File: src/rtl/calc_cmd_parser_if.sv
// Purpose: byte-in / command-out bundle between the UART receiver, the command parser and the ALU.
// Latency: wiring only, no state.
// Backpressure: the command side uses cmd_valid/cmd_ready. The byte side has no ready; rx_valid is a one-cycle strobe.
//
// Signals:
//   rx_data/rx_valid          byte stream from the UART receiver
//   cmd_valid/cmd_ready       parsed-command handshake toward the ALU
//   dtype/operator/src1/src2  command fields, meaningful while cmd_valid=1
//   err_valid/err_code        one-cycle error report
//   busy                      parser is inside a frame (or holding a result/error)
// Modports: slave = the parser (consumes bytes, sources commands); master = its environment.
interface calc_cmd_parser_if #(
  parameter int DIGITS = 4
);
  localparam int OPW = 4 * DIGITS;

  logic [7:0]     rx_data;
  logic           rx_valid;
  logic           cmd_valid;
  logic           cmd_ready;
  logic [1:0]     dtype;
  logic [2:0]     operator;
  logic [OPW-1:0] src1;
  logic [OPW-1:0] src2;
  logic           err_valid;
  logic [2:0]     err_code;
  logic           busy;

  modport slave (
    input  rx_data, rx_valid, cmd_ready,
    output cmd_valid, dtype, operator, src1, src2, err_valid, err_code, busy
  );

  modport master (
    output rx_data, rx_valid, cmd_ready,
    input  cmd_valid, dtype, operator, src1, src2, err_valid, err_code, busy
  );
endinterface

File: src/rtl/calc_cmd_parser.sv
// Purpose: parses ASCII frames "I <type> <hex> <op> <hex> =" into calculator commands for the ALU.
// Latency: cmd_valid and err_valid rise the cycle after the '=' byte or the offending byte.
// Backpressure: a result is held in DONE until cmd_ready. Bytes arriving while it is held are dropped and flagged as OVERRUN.
//
// Ports:
//   clk, rst         clock; synchronous active-high reset
//   bus (slave)      rx_data/rx_valid in; cmd_valid/cmd_ready handshake;
//                    dtype, operator, src1, src2, err_valid, err_code, busy out
// Parameters: DIGITS = maximum hex digits per operand (1..8).
//             TIMEOUT = idle cycles allowed between bytes mid-frame (0 = disabled).
module calc_cmd_parser #(
  parameter int DIGITS  = 4,
  parameter int TIMEOUT = 0
) (
  input  logic             clk,
  input  logic             rst,
  calc_cmd_parser_if.slave bus
);

  localparam int OPW = 4 * DIGITS;
  localparam int CW  = $clog2(DIGITS + 1);
  localparam int TW  = (TIMEOUT > 1) ? $clog2(TIMEOUT + 1) : 1;

  localparam logic [CW-1:0] CNT_MAX = CW'(DIGITS);
  // The timeout fires on the TIMEOUT-th consecutive idle cycle, so compare against TIMEOUT-1.
  localparam logic [TW-1:0] T_LAST  = (TIMEOUT > 0) ? TW'(TIMEOUT - 1) : '0;

  // Characters
  localparam logic [7:0] CH_SP = 8'h20;
  localparam logic [7:0] CH_CR = 8'h0D;
  localparam logic [7:0] CH_LF = 8'h0A;
  localparam logic [7:0] CH_I  = 8'h49;
  localparam logic [7:0] CH_EQ = 8'h3D;
  localparam logic [7:0] CH_SU = 8'h53;  // 'S'
  localparam logic [7:0] CH_SL = 8'h73;  // 's'
  localparam logic [7:0] CH_UU = 8'h55;  // 'U'
  localparam logic [7:0] CH_UL = 8'h75;  // 'u'

  // Error codes
  localparam logic [2:0] E_FORMAT  = 3'd1;
  localparam logic [2:0] E_TYPE    = 3'd2;
  localparam logic [2:0] E_OVF     = 3'd3;
  localparam logic [2:0] E_CHAR    = 3'd4;
  localparam logic [2:0] E_OVERRUN = 3'd5;
  localparam logic [2:0] E_TIMEOUT = 3'd6;

  localparam logic [1:0] DT_SIGNED   = 2'b01;
  localparam logic [1:0] DT_UNSIGNED = 2'b10;

  typedef enum logic [3:0] {
    S_IDLE, S_SP1, S_TYPE, S_SP2, S_OP1, S_OPER, S_OP2, S_EQ, S_DONE, S_ERR
  } state_t;

  state_t         state, state_nxt;
  logic [OPW-1:0] src1, src1_nxt;
  logic [OPW-1:0] src2, src2_nxt;
  logic [1:0]     dtype, dtype_nxt;
  logic [2:0]     oper, oper_nxt;
  logic [CW-1:0]  cnt, cnt_nxt;
  logic [TW-1:0]  tcnt, tcnt_nxt;
  logic           err_vld, err_vld_nxt;
  logic [2:0]     err_code, err_code_nxt;

  // Byte classification
  logic [7:0] d;
  logic       is_hex, is_sp, is_op;
  logic [3:0] nib;
  logic [2:0] op_code;

  assign d = bus.rx_data;

  always_comb begin
    is_hex  = 1'b0;
    nib     = 4'd0;
    is_op   = 1'b1;
    op_code = 3'd0;
    if (d >= 8'h30 && d <= 8'h39) begin
      is_hex = 1'b1;
      nib    = d[3:0];
    end else if ((d >= 8'h41 && d <= 8'h46) || (d >= 8'h61 && d <= 8'h66)) begin
      // 'A'..'F' and 'a'..'f' both have 1..6 in the low nibble.
      is_hex = 1'b1;
      nib    = d[3:0] + 4'd9;
    end
    case (d)
      8'h2B:   op_code = 3'b001;  // '+'
      8'h2D:   op_code = 3'b010;  // '-'
      8'h2A:   op_code = 3'b011;  // '*'
      8'h2F:   op_code = 3'b100;  // '/'
      default: is_op   = 1'b0;
    endcase
  end

  assign is_sp = (d == CH_SP);

  // Next-state and datapath
  logic       idle_rules;  // process the current byte with IDLE semantics
  logic       bad;
  logic [2:0] bad_code;

  always_comb begin
    state_nxt    = state;
    src1_nxt     = src1;
    src2_nxt     = src2;
    dtype_nxt    = dtype;
    oper_nxt     = oper;
    cnt_nxt      = cnt;
    tcnt_nxt     = '0;
    err_vld_nxt  = 1'b0;
    err_code_nxt = 3'd0;
    idle_rules   = 1'b0;
    bad          = 1'b0;
    bad_code     = 3'd0;

    case (state)
      S_IDLE: idle_rules = bus.rx_valid;

      S_DONE: begin
        if (bus.cmd_ready) begin
          // The handshake completes, and a byte arriving in the same cycle
          // is the start of the next frame rather than an overrun.
          state_nxt  = S_IDLE;
          idle_rules = bus.rx_valid;
        end else if (bus.rx_valid) begin
          err_vld_nxt  = 1'b1;
          err_code_nxt = E_OVERRUN;
        end
      end

      S_ERR: begin
        if (bus.rx_valid && (d == CH_EQ || d == CH_LF)) state_nxt = S_IDLE;
      end

      default: begin
        if (bus.rx_valid) begin
          case (state)
            S_SP1: begin
              if (is_sp) state_nxt = S_TYPE;
              else begin bad = 1'b1; bad_code = E_FORMAT; end
            end

            S_TYPE: begin
              if (d == CH_SU || d == CH_SL) begin
                dtype_nxt = DT_SIGNED;
                state_nxt = S_SP2;
              end else if (d == CH_UU || d == CH_UL) begin
                dtype_nxt = DT_UNSIGNED;
                state_nxt = S_SP2;
              end else begin
                bad = 1'b1; bad_code = E_TYPE;
              end
            end

            S_SP2: begin
              if (is_sp) state_nxt = S_OP1;
              else begin bad = 1'b1; bad_code = E_FORMAT; end
            end

            S_OP1: begin
              if (is_hex) begin
                if (cnt == CNT_MAX) begin
                  bad = 1'b1; bad_code = E_OVF;
                end else begin
                  src1_nxt = (src1 << 4) | OPW'(nib);
                  cnt_nxt  = cnt + 1'b1;
                end
              end else if (is_sp) begin
                // Spaces before the first digit are padding; after it they end the operand.
                if (cnt != '0) state_nxt = S_OPER;
              end else if (is_op && cnt != '0) begin
                oper_nxt  = op_code;
                cnt_nxt   = '0;
                state_nxt = S_OP2;
              end else begin
                bad = 1'b1; bad_code = E_CHAR;
              end
            end

            S_OPER: begin
              if (is_op) begin
                oper_nxt  = op_code;
                cnt_nxt   = '0;
                state_nxt = S_OP2;
              end else if (!is_sp) begin
                bad = 1'b1; bad_code = E_CHAR;
              end
            end

            S_OP2: begin
              if (is_hex) begin
                if (cnt == CNT_MAX) begin
                  bad = 1'b1; bad_code = E_OVF;
                end else begin
                  src2_nxt = (src2 << 4) | OPW'(nib);
                  cnt_nxt  = cnt + 1'b1;
                end
              end else if (is_sp) begin
                if (cnt != '0) state_nxt = S_EQ;
              end else if (d == CH_EQ && cnt != '0) begin
                state_nxt = S_DONE;
              end else begin
                bad = 1'b1; bad_code = E_CHAR;
              end
            end

            S_EQ: begin
              if (d == CH_EQ) state_nxt = S_DONE;
              else if (!is_sp) begin bad = 1'b1; bad_code = E_CHAR; end
            end

            default: ;
          endcase
        end else if (TIMEOUT > 0) begin
          // A stalled frame is abandoned straight to IDLE; there is nothing to resync past.
          if (tcnt == T_LAST) begin
            state_nxt    = S_IDLE;
            err_vld_nxt  = 1'b1;
            err_code_nxt = E_TIMEOUT;
          end else begin
            tcnt_nxt = tcnt + 1'b1;
          end
        end
      end
    endcase

    if (idle_rules) begin
      if (d == CH_I) begin
        src1_nxt  = '0;
        src2_nxt  = '0;
        cnt_nxt   = '0;
        state_nxt = S_SP1;
      end else if (!(is_sp || d == CH_CR || d == CH_LF)) begin
        bad = 1'b1; bad_code = E_FORMAT;
      end
    end

    if (bad) begin
      state_nxt    = S_ERR;
      err_vld_nxt  = 1'b1;
      err_code_nxt = bad_code;
    end
  end

  always_ff @(posedge clk) begin
    if (rst) begin
      state    <= S_IDLE;
      src1     <= '0;
      src2     <= '0;
      dtype    <= 2'd0;
      oper     <= 3'd0;
      cnt      <= '0;
      tcnt     <= '0;
      err_vld  <= 1'b0;
      err_code <= 3'd0;
    end else begin
      state    <= state_nxt;
      src1     <= src1_nxt;
      src2     <= src2_nxt;
      dtype    <= dtype_nxt;
      oper     <= oper_nxt;
      cnt      <= cnt_nxt;
      tcnt     <= tcnt_nxt;
      err_vld  <= err_vld_nxt;
      err_code <= err_code_nxt;
    end
  end

  assign bus.cmd_valid = (state == S_DONE);
  assign bus.busy      = (state != S_IDLE);
  assign bus.dtype     = dtype;
  assign bus.operator  = oper;
  assign bus.src1      = src1;
  assign bus.src2      = src2;
  assign bus.err_valid = err_vld;
  assign bus.err_code  = err_code;

endmodule

File: src/flat_wrapper.sv
// flat-port wrapper written by rule: the top's interface ports become plain ports
module calc_cmd_parser_flat 
#(
  parameter int DIGITS  = 4,
  parameter int TIMEOUT = 0
)
  (clk, rst, bus_rx_data, bus_rx_valid, bus_cmd_ready, bus_cmd_valid, bus_dtype, bus_operator, bus_src1, bus_src2, bus_err_valid, bus_err_code, bus_busy);
  calc_cmd_parser_if #(.DIGITS(DIGITS)) bus_i ();
  input  logic clk;
  input  logic rst;
  input wire logic [$bits(bus_i.rx_data)-1:0] bus_rx_data;
  input wire logic [$bits(bus_i.rx_valid)-1:0] bus_rx_valid;
  input wire logic [$bits(bus_i.cmd_ready)-1:0] bus_cmd_ready;
  output wire logic [$bits(bus_i.cmd_valid)-1:0] bus_cmd_valid;
  output wire logic [$bits(bus_i.dtype)-1:0] bus_dtype;
  output wire logic [$bits(bus_i.operator)-1:0] bus_operator;
  output wire logic [$bits(bus_i.src1)-1:0] bus_src1;
  output wire logic [$bits(bus_i.src2)-1:0] bus_src2;
  output wire logic [$bits(bus_i.err_valid)-1:0] bus_err_valid;
  output wire logic [$bits(bus_i.err_code)-1:0] bus_err_code;
  output wire logic [$bits(bus_i.busy)-1:0] bus_busy;
  assign bus_i.rx_data = bus_rx_data;
  assign bus_i.rx_valid = bus_rx_valid;
  assign bus_i.cmd_ready = bus_cmd_ready;
  assign bus_cmd_valid = bus_i.cmd_valid;
  assign bus_dtype = bus_i.dtype;
  assign bus_operator = bus_i.operator;
  assign bus_src1 = bus_i.src1;
  assign bus_src2 = bus_i.src2;
  assign bus_err_valid = bus_i.err_valid;
  assign bus_err_code = bus_i.err_code;
  assign bus_busy = bus_i.busy;
  calc_cmd_parser #(.DIGITS(DIGITS), .TIMEOUT(TIMEOUT)) u_core (.clk(clk), .rst(rst), .bus(bus_i));
endmodule
File: config.mk
export PLATFORM = sky130hd
export DESIGN_NAME = calc_cmd_parser_flat
export DESIGN_NICKNAME = d
export VERILOG_FILES = /design/src/rtl/calc_cmd_parser_if.sv /design/src/rtl/calc_cmd_parser.sv /design/src/flat_wrapper.sv
export SDC_FILE = /design/constraint.sdc
export NUM_CORES = 1
export LEC_CHECK = 0
export ABC_AREA = 0
export BUFFER_PORTS_ARGS = -buffer_cell sky130_fd_sc_hd__buf_2
export CORE_MARGIN = 5
export CORE_UTILIZATION = 58
export DETAILED_ROUTE_END_ITERATION = 7
export PLACE_DENSITY = 0.82
export SLEW_MARGIN = 25
export SYNTH_ARGS = -nofsm -noshare
export SYNTH_HDL_FRONTEND = slang
export SYNTH_SLANG_ARGS = --single-unit
File: constraint.sdc
create_clock -name clk -period 6.6 [get_ports clk]
set_clock_uncertainty 0.1 [all_clocks]
set_input_delay 0.66 -clock clk [delete_from_list [all_inputs] [get_ports clk]]
set_output_delay 0.66 -clock clk [all_outputs]
set_load 0.03 [all_outputs]
==> metrics.txt, run 1 <==
# hold bufs at CTS=0; worst reg-to-reg setup slack=3800 ps; die span in x=75.93 um; number of placed cells counting well taps=386; Core Region=4294 sq um; post-synthesis sequential area ratio=0.3811; initial drt markers=173; final RePlAce weighted congestion=0.9092; compound-gate portion of the synthesized area=0.2149; average routed wire per standard cell=14.69 um; number of library cell types mapped by synthesis=60; remaining design rule violation count=0; max-cap viol count=0; critical hold path startpoint=u_core.bus.src1[13]; Finish-stage setup viols=0; Diodes inserted=0; run status=finished, final reports clean; Mapped Avg Cell Area=8.517 sq um; register bit total from synthesis=48; fraction of layout cells with a size suffix above 1=0.2339; setup repair after global routing missed its margin=false; number of sinks handled by clock tree synthesis=48; max-slew violation total from the final report=0; worst reg-to-reg path cell count=6; number of synthesized flops with an enable pin=0; Max Clock Freq=337.7 MHz; post-CTS setup buffers=0; reg-to-reg critical path endpoint=u_core.state[0]; critical path endpoint category=flop; adder-cell share of the synthesized area=0.02978; cell depth of the worst min-delay path=2; Post-Route WL=5788 um; class of the most critical hold timing path=flop to flop; count of H-tree levels built during CTS=2; pin count of the biggest net entering global routing=36; Final Power=571.3 uW; antenna violations before repair=0; via count of the first global-routing pass=2,247; LEAKAGE=1.104 nW; startpoint class of the critical path=primary input; aggregate global-route resource usage=0.2054; post-synthesis cell count=296; filler cell count in the final layout=344; number of rows created at floorplan=24; clock latency at the later pin of the worst-skew pair=310 ps; Top FF cell, synth=dfxtp_1; multiplexer area fraction after synthesis=0.05608; xor-xnor portion of the synthesized cell area=0.01042; Endpoint, Worst Hold=u_core.bus.src1[13]; Critical Path AT=3080 ps; endpoints failing hold=0; netlist area before placement=2521 sq um; HPWL after detailed placement=4254 um; number of instances resized during post-cts repair=0; floorplan die area=5765 sq um; Layout Nets=359; Vias per Instance=6.036; Max FO, Critical Path=20; number of buffers added by the clock tree synthesis step=5; via count of the routed design=2,378; grt total ovfl=0; clock-pin slew reported for the worst setup and hold paths after clock tree synthesis=80 ps; IR drop worst, VDD=0.1194 mV; total power density per cell area=196.6 nW/um^2; Final Critical Period=2961 ps; async set-or-reset flop fraction in the synthesized netlist=0; maximum buffer depth of the clock tree=2; slew of the pin with the lowest slew margin=881.5 ps; Area Growth Syn to Fin=15.29%; Final Instance Count excl. Fillers=394; share of synthesized cell area in and, or, nand and nor gates=0.2536; storage element area=960.9 sq um; critical setup path kind=primary input to flop; CTS Root Cell=clkbuf_8; CTS tree=built; max-slew headroom at the worst pin=0.4079; effective utilization at floorplan=0.5871; origin of the critical flop-to-flop path=u_core.state[0]; final worst path period share=0.4487; TNS Setup=0 ps; count of input and output buffers=54; die height=75.93 um; I/O pin count=55; length of the first detailed-routing pass in iterations=5; number of nets still failing antenna checks after routing=0; synthesized net count=314; combinational family with the most area after synthesis=simple AND/OR/NAND/NOR gates; required time reported for the critical path endpoint=6720 ps; area used by multi-input combinational logic=1441 sq um; Synth warnings=0; first-pass GRT wire length=10,220 um
-- sequential cells by signal (all words and copies together) (netlist names) --
signal,cells
u_core.bus.src2,16
u_core.bus.operator,3
u_core.cnt,3
u_core.bus.err_code,3
u_core.bus.err_valid,1
u_core.state,4
u_core.bus.src1,16
u_core.bus.dtype,2
-- synth_stat cells (all sizes together) (2+ instances only) --
master	count	area, sq um
o211ai	3	22.52
or4	3	26.27
a41oi	4	35.03
mux2i	13	130.1
o21bai	3	22.52
nor4	4	37.53
or3b	2	17.52
and2	2	12.51
or3	5	36.28
nand2b	7	43.79
a21oi	19	95.09
o41a	2	22.52
clkbuf	8	30.03
buf	9	61.30
o21ai	10	57.56
a211oi	12	90.09
nor2b	3	18.77
nor3b	2	15.01
or4b	3	33.78
a32oi	2	17.52
dfxtp	48	960.9
or2	3	21.27
nor3	5	25.02
nand2	35	131.4
nand4b	3	26.28
nor4bb	2	20.02
a31oi	5	31.28
inv	12	45.04
a311oi	2	35.04
o31ai	2	15.01
nor2	34	130.1
ha	6	75.07
xnor2	3	26.28
nand3	6	30.03
-- where the power goes --
group          internal [mW]  switching [mW]  total (mW)
Clock                  0.114           0.101       0.216
Combinational         0.0202          0.0376      0.0577
Sequential             0.292         0.00589       0.298
-- worst max-delay path: stages --
cell      delay [ps]
buf_2            130
nor4bb_1         470
a21boi_1         530
o21ai_2          220
nor4_4           770
nor2_1            90
a211oi_1         220
-- cells in the final DEF (no fill, tap or decap), types with 3 or more instances in the layout --
cell type,count
nand3_1,6
a21oi_1,19
inv_1,12
a31oi_1,5
or3_1,4
a211oi_1,12
nand4b_1,3
nand2b_1,7
mux2i_1,13
clkbuf_8,5
o21bai_1,3
nor3_1,5
ha_1,6
nor2b_1,3
xnor2_1,3
o211ai_1,3
dfxtp_1,48
nor2_1,33
a41oi_1,4
o21ai_0,8
nand2_1,35
buf_2,54
-- cell type report --
type	count	area share
flip-flops and latches	48	0.3306
clock buffers	5	0.02368
well taps	52	0.02238
clock inverters	3	0.01636
repair buffers	55	0.09557
inverters	12	0.01550
multi-input cells	219	0.4959
-- cell families (layout without fill, tap and decap cells) --
family / after synthesis / in the layout
buffers and inverters: 29 / 75
AOI/OAI and AO/OA: 75 / 75
adders and majority gates: 6 / 6
DFF: 48 / 48
xor gates and xnor gates: 3 / 3
and+or+nand+nor: 121 / 121
muxes: 14 / 14
-- layer usage --
layer,vias to the layer above,part of all wire,track usage
li1,1168,-,-
met3,10,0.071,0.04502
met1,1115,0.45,0.2668
met5,-,0,0
met4,0,0.012,0.07117
met2,85,0.47,0.3339
-- worst max path at each step --
stage | start | to | cells past startpoint | slack (ps)
finish | bus_rx_data[7] | u_core.bus.src1[1] | 7 | 3640
global route | bus_rx_data[7] | u_core.bus.src1[1] | 7 | 3320
CTS | bus_rx_data[7] | u_core.bus.src1[1] | 7 | 3640
detailed placement | bus_rx_data[7] | u_core.bus.src1[1] | 7 | 3320
global placement | bus_rx_data[7] | u_core.bus.src1[0] | 7 | 3430
floorplan | bus_rx_data[3] | u_core.bus.src1[6] | 8 | 3910
-- per-stage QoR --
step,util,setup slack (ps),hold slack (ps),instance area (sq um)
after floorplan,-,3910,377.1,2521
after global placement,0.6498,3425,339.2,2790
after detailed placement,0.6498,3317,344.4,2790
after CTS,0.6769,3637,360.0,2907
after global routing,0.6769,3319,381.3,2907
final,0.6769,3639,357.0,2907
No activity file was read; power rests on OpenSTA's default activity.
==> inputs of run 2 (changes only) <==
Settings changed: ABC_AREA 0 to 1, CORE_UTILIZATION 58 to 54, PLACE_DENSITY 0.82 to 0.77.
Clock period 6.6 ns to 3.1 ns, I/O delays scaled along.
==> metrics.txt, run 2 <==
maximum buffer depth of the clock tree=2; Max Clock Freq=458.7 MHz; Vias per Instance=5.383; fraction of layout cells with a size suffix above 1=0.2037; minimum setup slack after placement=666.4 ps; IR drop worst, VDD=0.3128 mV; multiplexer area fraction after synthesis=0; highest-delay cell along the critical path=nor3_4; class of the most critical hold timing path=primary input to flop; Core Region=4692 sq um; most common cell in the synthesized netlist=nor2_1; count of input and output buffers=54; CTS tree=built; critical path's top delay family=simple AND/OR/NAND/NOR gates; number of rows created at floorplan=25; filler cell count in the final layout=440; main area contributors after synthesis=dfxtp_1 (37%), nor2_1 (10%), nand2_1 (9.2%); final worst path period share=0.7033; Synth warnings=0; register bit total from synthesis=48; async set-or-reset flop fraction in the synthesized netlist=0; placement-stage cell area=2883 sq um; met1 Use GR=0.2926; most common library cell in the layout ignoring fill and taps=nor2_1; run status=finished, final reports clean; average routed wire per standard cell=13.25 um; number of sinks handled by clock tree synthesis=48; CTS Root Cell=clkbuf_8; share of synthesized cell area in and, or, nand and nor gates=0.3400; startpoint class of the critical path=flop; number of nets still failing antenna checks after routing=0; cell type with the largest total area after synthesis=dfxtp_1; endpoints failing hold=0; number of buffers added by the clock tree synthesis step=5; Cell Chain, Critical Path=inv_2 -> nor2_4 -> nand2_2 -> nor2_2 -> inv_2 -> nor3_4 -> inv_2 -> nor2_1 -> nor2_1; antenna violations before repair=0; GR met2 Demand/Resource=0.3389; first-pass GRT wire length=10,830 um; Critical Path AT=2290 ps; Finish-stage setup viols=0; required time reported for the critical path endpoint=3210 ps; aggregate global-route resource usage=0.2144; number of library cell types mapped by synthesis=36; number of synthesized flops with an enable pin=0; max-slew violation total from the final report=0; Layout Nets=454; count of H-tree levels built during CTS=2; setup repair after global routing missed its margin=false; combinational family with the most area after synthesis=simple AND/OR/NAND/NOR gates; total power density per cell area=550.8 nW/um^2; post-synthesis sequential area ratio=0.3683; xor-xnor portion of the synthesized cell area=0.01343; floorplan die area=6321 sq um; Final Critical Period=2180 ps; slew of the pin with the lowest slew margin=674.7 ps; grt total ovfl=0; Post-Route WL=6505 um; effective utilization at floorplan=0.5560; clock latency at the later pin of the worst-skew pair=310 ps; post-synthesis cell count=385; TNS Setup=0 ps; compound-gate portion of the synthesized area=0.1544; die span in x=79.51 um; GR Layer Usage met3=0.04063; die height=79.51 um; Area Growth Syn to Fin=14.92%; commonest cells after routing, fill and taps aside=nor2_1 (72), nand2_1 (64), buf_2 (54); # hold bufs at CTS=0; highest-utilization routing layer at the global route stage=met2; Max FO, Critical Path=20; final standard cell area without fillers=2998 sq um; final RePlAce weighted congestion=0.9617; critical path endpoint category=flop; length of the first detailed-routing pass in iterations=5; post-CTS setup buffers=0; adder-cell share of the synthesized area=0.02878; clock-pin slew reported for the worst setup and hold paths after clock tree synthesis=90 ps; via count of the first global-routing pass=2,362; Synth top cells by count=nor2_1 (72), nand2_1 (64), dfxtp_1 (48), o21ai_0 (45), inv_1 (38); via count of the routed design=2,643; largest registers=u_core.bus.src1: 16 flops, u_core.bus.src2: 16 flops, u_core.state: 4 flops; critical setup path kind=flop to flop; I/O pin count=55; Mapped Avg Cell Area=6.776 sq um; pin count of the biggest net entering global routing=31; LEAKAGE=1.618 nW; initial drt markers=268; most used cell along the critical path=inv_2; Diodes inserted=0; area share of the largest cell type after synthesis=0.3683; crit path setup slack, layout=919.8 ps; remaining design rule violation count=0; number of instances resized during post-cts repair=0; max incr delay on CP=540 ps; synthesized net count=403; max-cap viol count=0; netlist area before placement=2609 sq um; Final Power=1.651 mW; Top FF cell, synth=dfxtp_1; max-slew headroom at the worst pin=0.5497; final design utilization=0.6389; buffers and inverters on the worst path=3; HPWL after detailed placement=4894 um
run 2: cell count changes after synthesis, sizes merged, moves of 7 or more:
| cell | delta |
|---|---|
| a211oi | -10 |
| inv | +36 |
| mux2i | -13 |
| nand2 | +34 |
| nand2b | -7 |
| nand3 | +23 |
| nand4 | +8 |
| nor2 | +44 |
| o21ai | +35 |
run 2: cell type report:
| type | instances | area, sq um | area share |
|---|---|---|---|
| inverter | 49 | 183.9 | 0.06135 |
| clock buffer | 5 | 68.82 | 0.02295 |
| sequential | 48 | 960.9 | 0.3205 |
| timing repair buffer | 54 | 270.3 | 0.09015 |
| tap | 54 | 67.56 | 0.02254 |
| multi-input combinational | 278 | 1400 | 0.4670 |
| clock inverter | 3 | 46.29 | 0.01544 |
run 2: worst paths after layout:
path | from | end | cells after the start | slack (ps)
max | u_core.state[2] | u_core.bus.src2[13] | 9 | 920
min | rst | u_core.bus.err_code[2] | 2 | 100
max reg2reg | u_core.state[2] | u_core.bus.src2[13] | 9 | 920
min reg2reg | u_core.bus.src1[1] | u_core.bus.src1[1] | 2 | 380
run 2: layer usage:
| layer | vias up | wire (um) |
|---|---|---|
| met4 | 0 | 94 |
| met1 | 1192 | 3072 |
| li1 | 1354 | - |
| met3 | 10 | 395 |
| met5 | - | 0 |
| met2 | 87 | 2941 |
run 2: logic make-up (layout without fill, tap and decap cells):
logic type      after synthesis  in the layout
compound gates               75             75
xor+xnor                      4              4
fa+ha+maj                     6              6
buf+inv                      59            111
flops                        48             48
simple gates                193            193
run 2: per-stage QoR:
stage / hold WS [ps] / std cells
detailed placement: 366.7 / 483
global placement: 360.5 / 483
finish: 98.21 / 491
floorplan: 279.1 / 385
global route: 105.8 / 491
CTS: 97.96 / 491
run 2: power by group:
part	internal, mW	leakage (nW)	switching (mW)
Combinational	0.150	1.18	0.351
Clock	0.243	0.0548	0.230
Sequential	0.647	0.388	0.0305
Total	1.04	1.62	0.612
==> inputs of run 3 (changes only) <==
Settings changed: ABC_AREA 1 to 0.
Clock period 3.1 ns to 2.13 ns, I/O delays scaled along.
==> metrics.txt, run 3 (synthesis results as in run 1) <==
largest registers=u_core.bus.src1: 16 flops, u_core.bus.src2: 16 flops, u_core.state: 4 flops; Finish-stage setup viols=0; I/O pin count=55; critical path endpoint category=flop; final worst path period share=0.9622; remaining design rule violation count=0; required time reported for the critical path endpoint=2210 ps; pin count of the biggest net entering global routing=36; initial drt markers=115; LEAKAGE=1.357 nW; slew of the pin with the lowest slew margin=477.8 ps; clock latency at the later pin of the worst-skew pair=300 ps; Post-Route WL=6600 um; Max Clock Freq=488.0 MHz; final design utilization=0.7506; Layout Nets=409; IR drop worst, VDD=0.4112 mV; die height=78.33 um; count of input and output buffers=54; number of placed cells counting well taps=435; count of H-tree levels built during CTS=2; Max FO, Critical Path=6; met1 Use GR=0.2795; Area Growth Syn to Fin=32.31%; origin of the critical flop-to-flop path=u_core.state[0]; number of buffers added by the clock tree synthesis step=5; max-slew violation total from the final report=0; GR met2 Demand/Resource=0.3682; critical hold path startpoint=rst; class of the most critical hold timing path=primary input to flop; total power density per cell area=542.8 nW/um^2; GR Layer Usage met3=0.04005; run status=finished, final reports clean; CTS Root Cell=clkbuf_8; fraction of layout cells with a size suffix above 1=0.3520; startpoint class of the critical path=primary input; length of the first detailed-routing pass in iterations=4; Final Instance Count excl. Fillers=444; number of nets still failing antenna checks after routing=0; final RePlAce weighted congestion=0.9019; Hold WS=94.63 ps; Vias per Instance=5.707; first-pass GRT wire length=10,940 um; clock-pin slew reported for the worst setup and hold paths after clock tree synthesis=90 ps; CTS tree=built; Final Critical Period=2049 ps; max-slew headroom at the worst pin=0.6788; Critical Path AT=2130 ps; via count of the first global-routing pass=2,405; HPWL after detailed placement=4883 um; # hold bufs at CTS=0; die span in x=78.33 um; critical setup path kind=primary input to flop; via count of the routed design=2,534; grt total ovfl=0; number of rows created at floorplan=24; highest-utilization routing layer at the global route stage=met2; most common library cell in the layout ignoring fill and taps=buf_2; aggregate global-route resource usage=0.2168; setup repair after global routing missed its margin=true; endpoints failing hold=0; Core Region=4444 sq um; floorplan die area=6136 sq um; maximum buffer depth of the clock tree=2; commonest cells after routing, fill and taps aside=buf_2 (55), buf_4 (47), dfxtp_1 (45); max-cap viol count=0; effective utilization at floorplan=0.5673; number of sinks handled by clock tree synthesis=48; Critical Path Source=bus_rx_data[7]; average routed wire per standard cell=14.86 um; Diodes inserted=0; antenna violations before repair=0
## run 3: cell types whose count changed in the layout (fill, tap and decap cells not counted), sizes merged, moves of 10 or more
| cell | delta |
|---|---|
| a211oi | +10 |
| o21ai | -35 |
| buf | +51 |
| nand2 | -34 |
| nand3 | -23 |
| inv | -37 |
| nor2 | -44 |
| mux2i | +13 |
## run 3: layer usage
metal  wire length (um)  share of wire
met1               2936           0.44
met2               3229           0.49
met3                342          0.052
met4                 91          0.014
met5                  0              0
## run 3: path summary, 6_finish.rpt
| check | to | slack (ps) | cells after the start |
|---|---|---|---|
| setup reg to reg | u_core.bus.operator[0] | 130 | 5 |
| hold reg to reg | u_core.bus.src1[12] | 350 | 2 |
| setup / recovery | u_core.state[0] | 80 | 7 |
| hold / removal | u_core.bus.operator[2] | 90 | 2 |
## run 3: critical path: stages
cell and delay [ps]:
buf_2 130, or4b_2 740, nor2_4 190, or3_1 180
a31o_2 190, nand2_1 70, o41a_1 420
## run 3: repair_timing
item,CTS,global route
endpoints found under the setup margin,0,15
setup buffers,0,0
gates resized for setup,0,10
## run 3: area by class of cell
type	count	area [sq um]
Tap cell	52	65.06
Clock buffer	5	68.82
Inverter	12	45.04
Fill cell	349	1109
Sequential cell	48	964.7
Timing Repair Buffer	105	679.4
Clock inverter	3	42.54
Multi-Input combinational cell	219	1470
## run 3: per-stage QoR
| stage | setup WS (ps) | TNS, ps | instance area, sq um | total power, mW |
|---|---|---|---|---|
| 2_1_floorplan | -61.69 | -1082 | 2532 | 1.069 |
| 3_3_place_gp | -212.1 | -7020 | 3182 | 1.172 |
| 3_5_place_dp | -263.0 | -8808 | 3182 | 1.175 |
| 4_1_cts | 36.79 | 0 | 3293 | 1.826 |
| 5_1_grt | -9.932 | -11.94 | 3336 | 1.902 |
| 6_report | 80.61 | 0 | 3336 | 1.811 |
## run 3: power breakdown
group          switching (mW)  total (mW)  internal (mW)
logic                   0.142       0.249          0.107
registers             0.00891       0.914          0.905
clock network           0.300       0.648          0.347
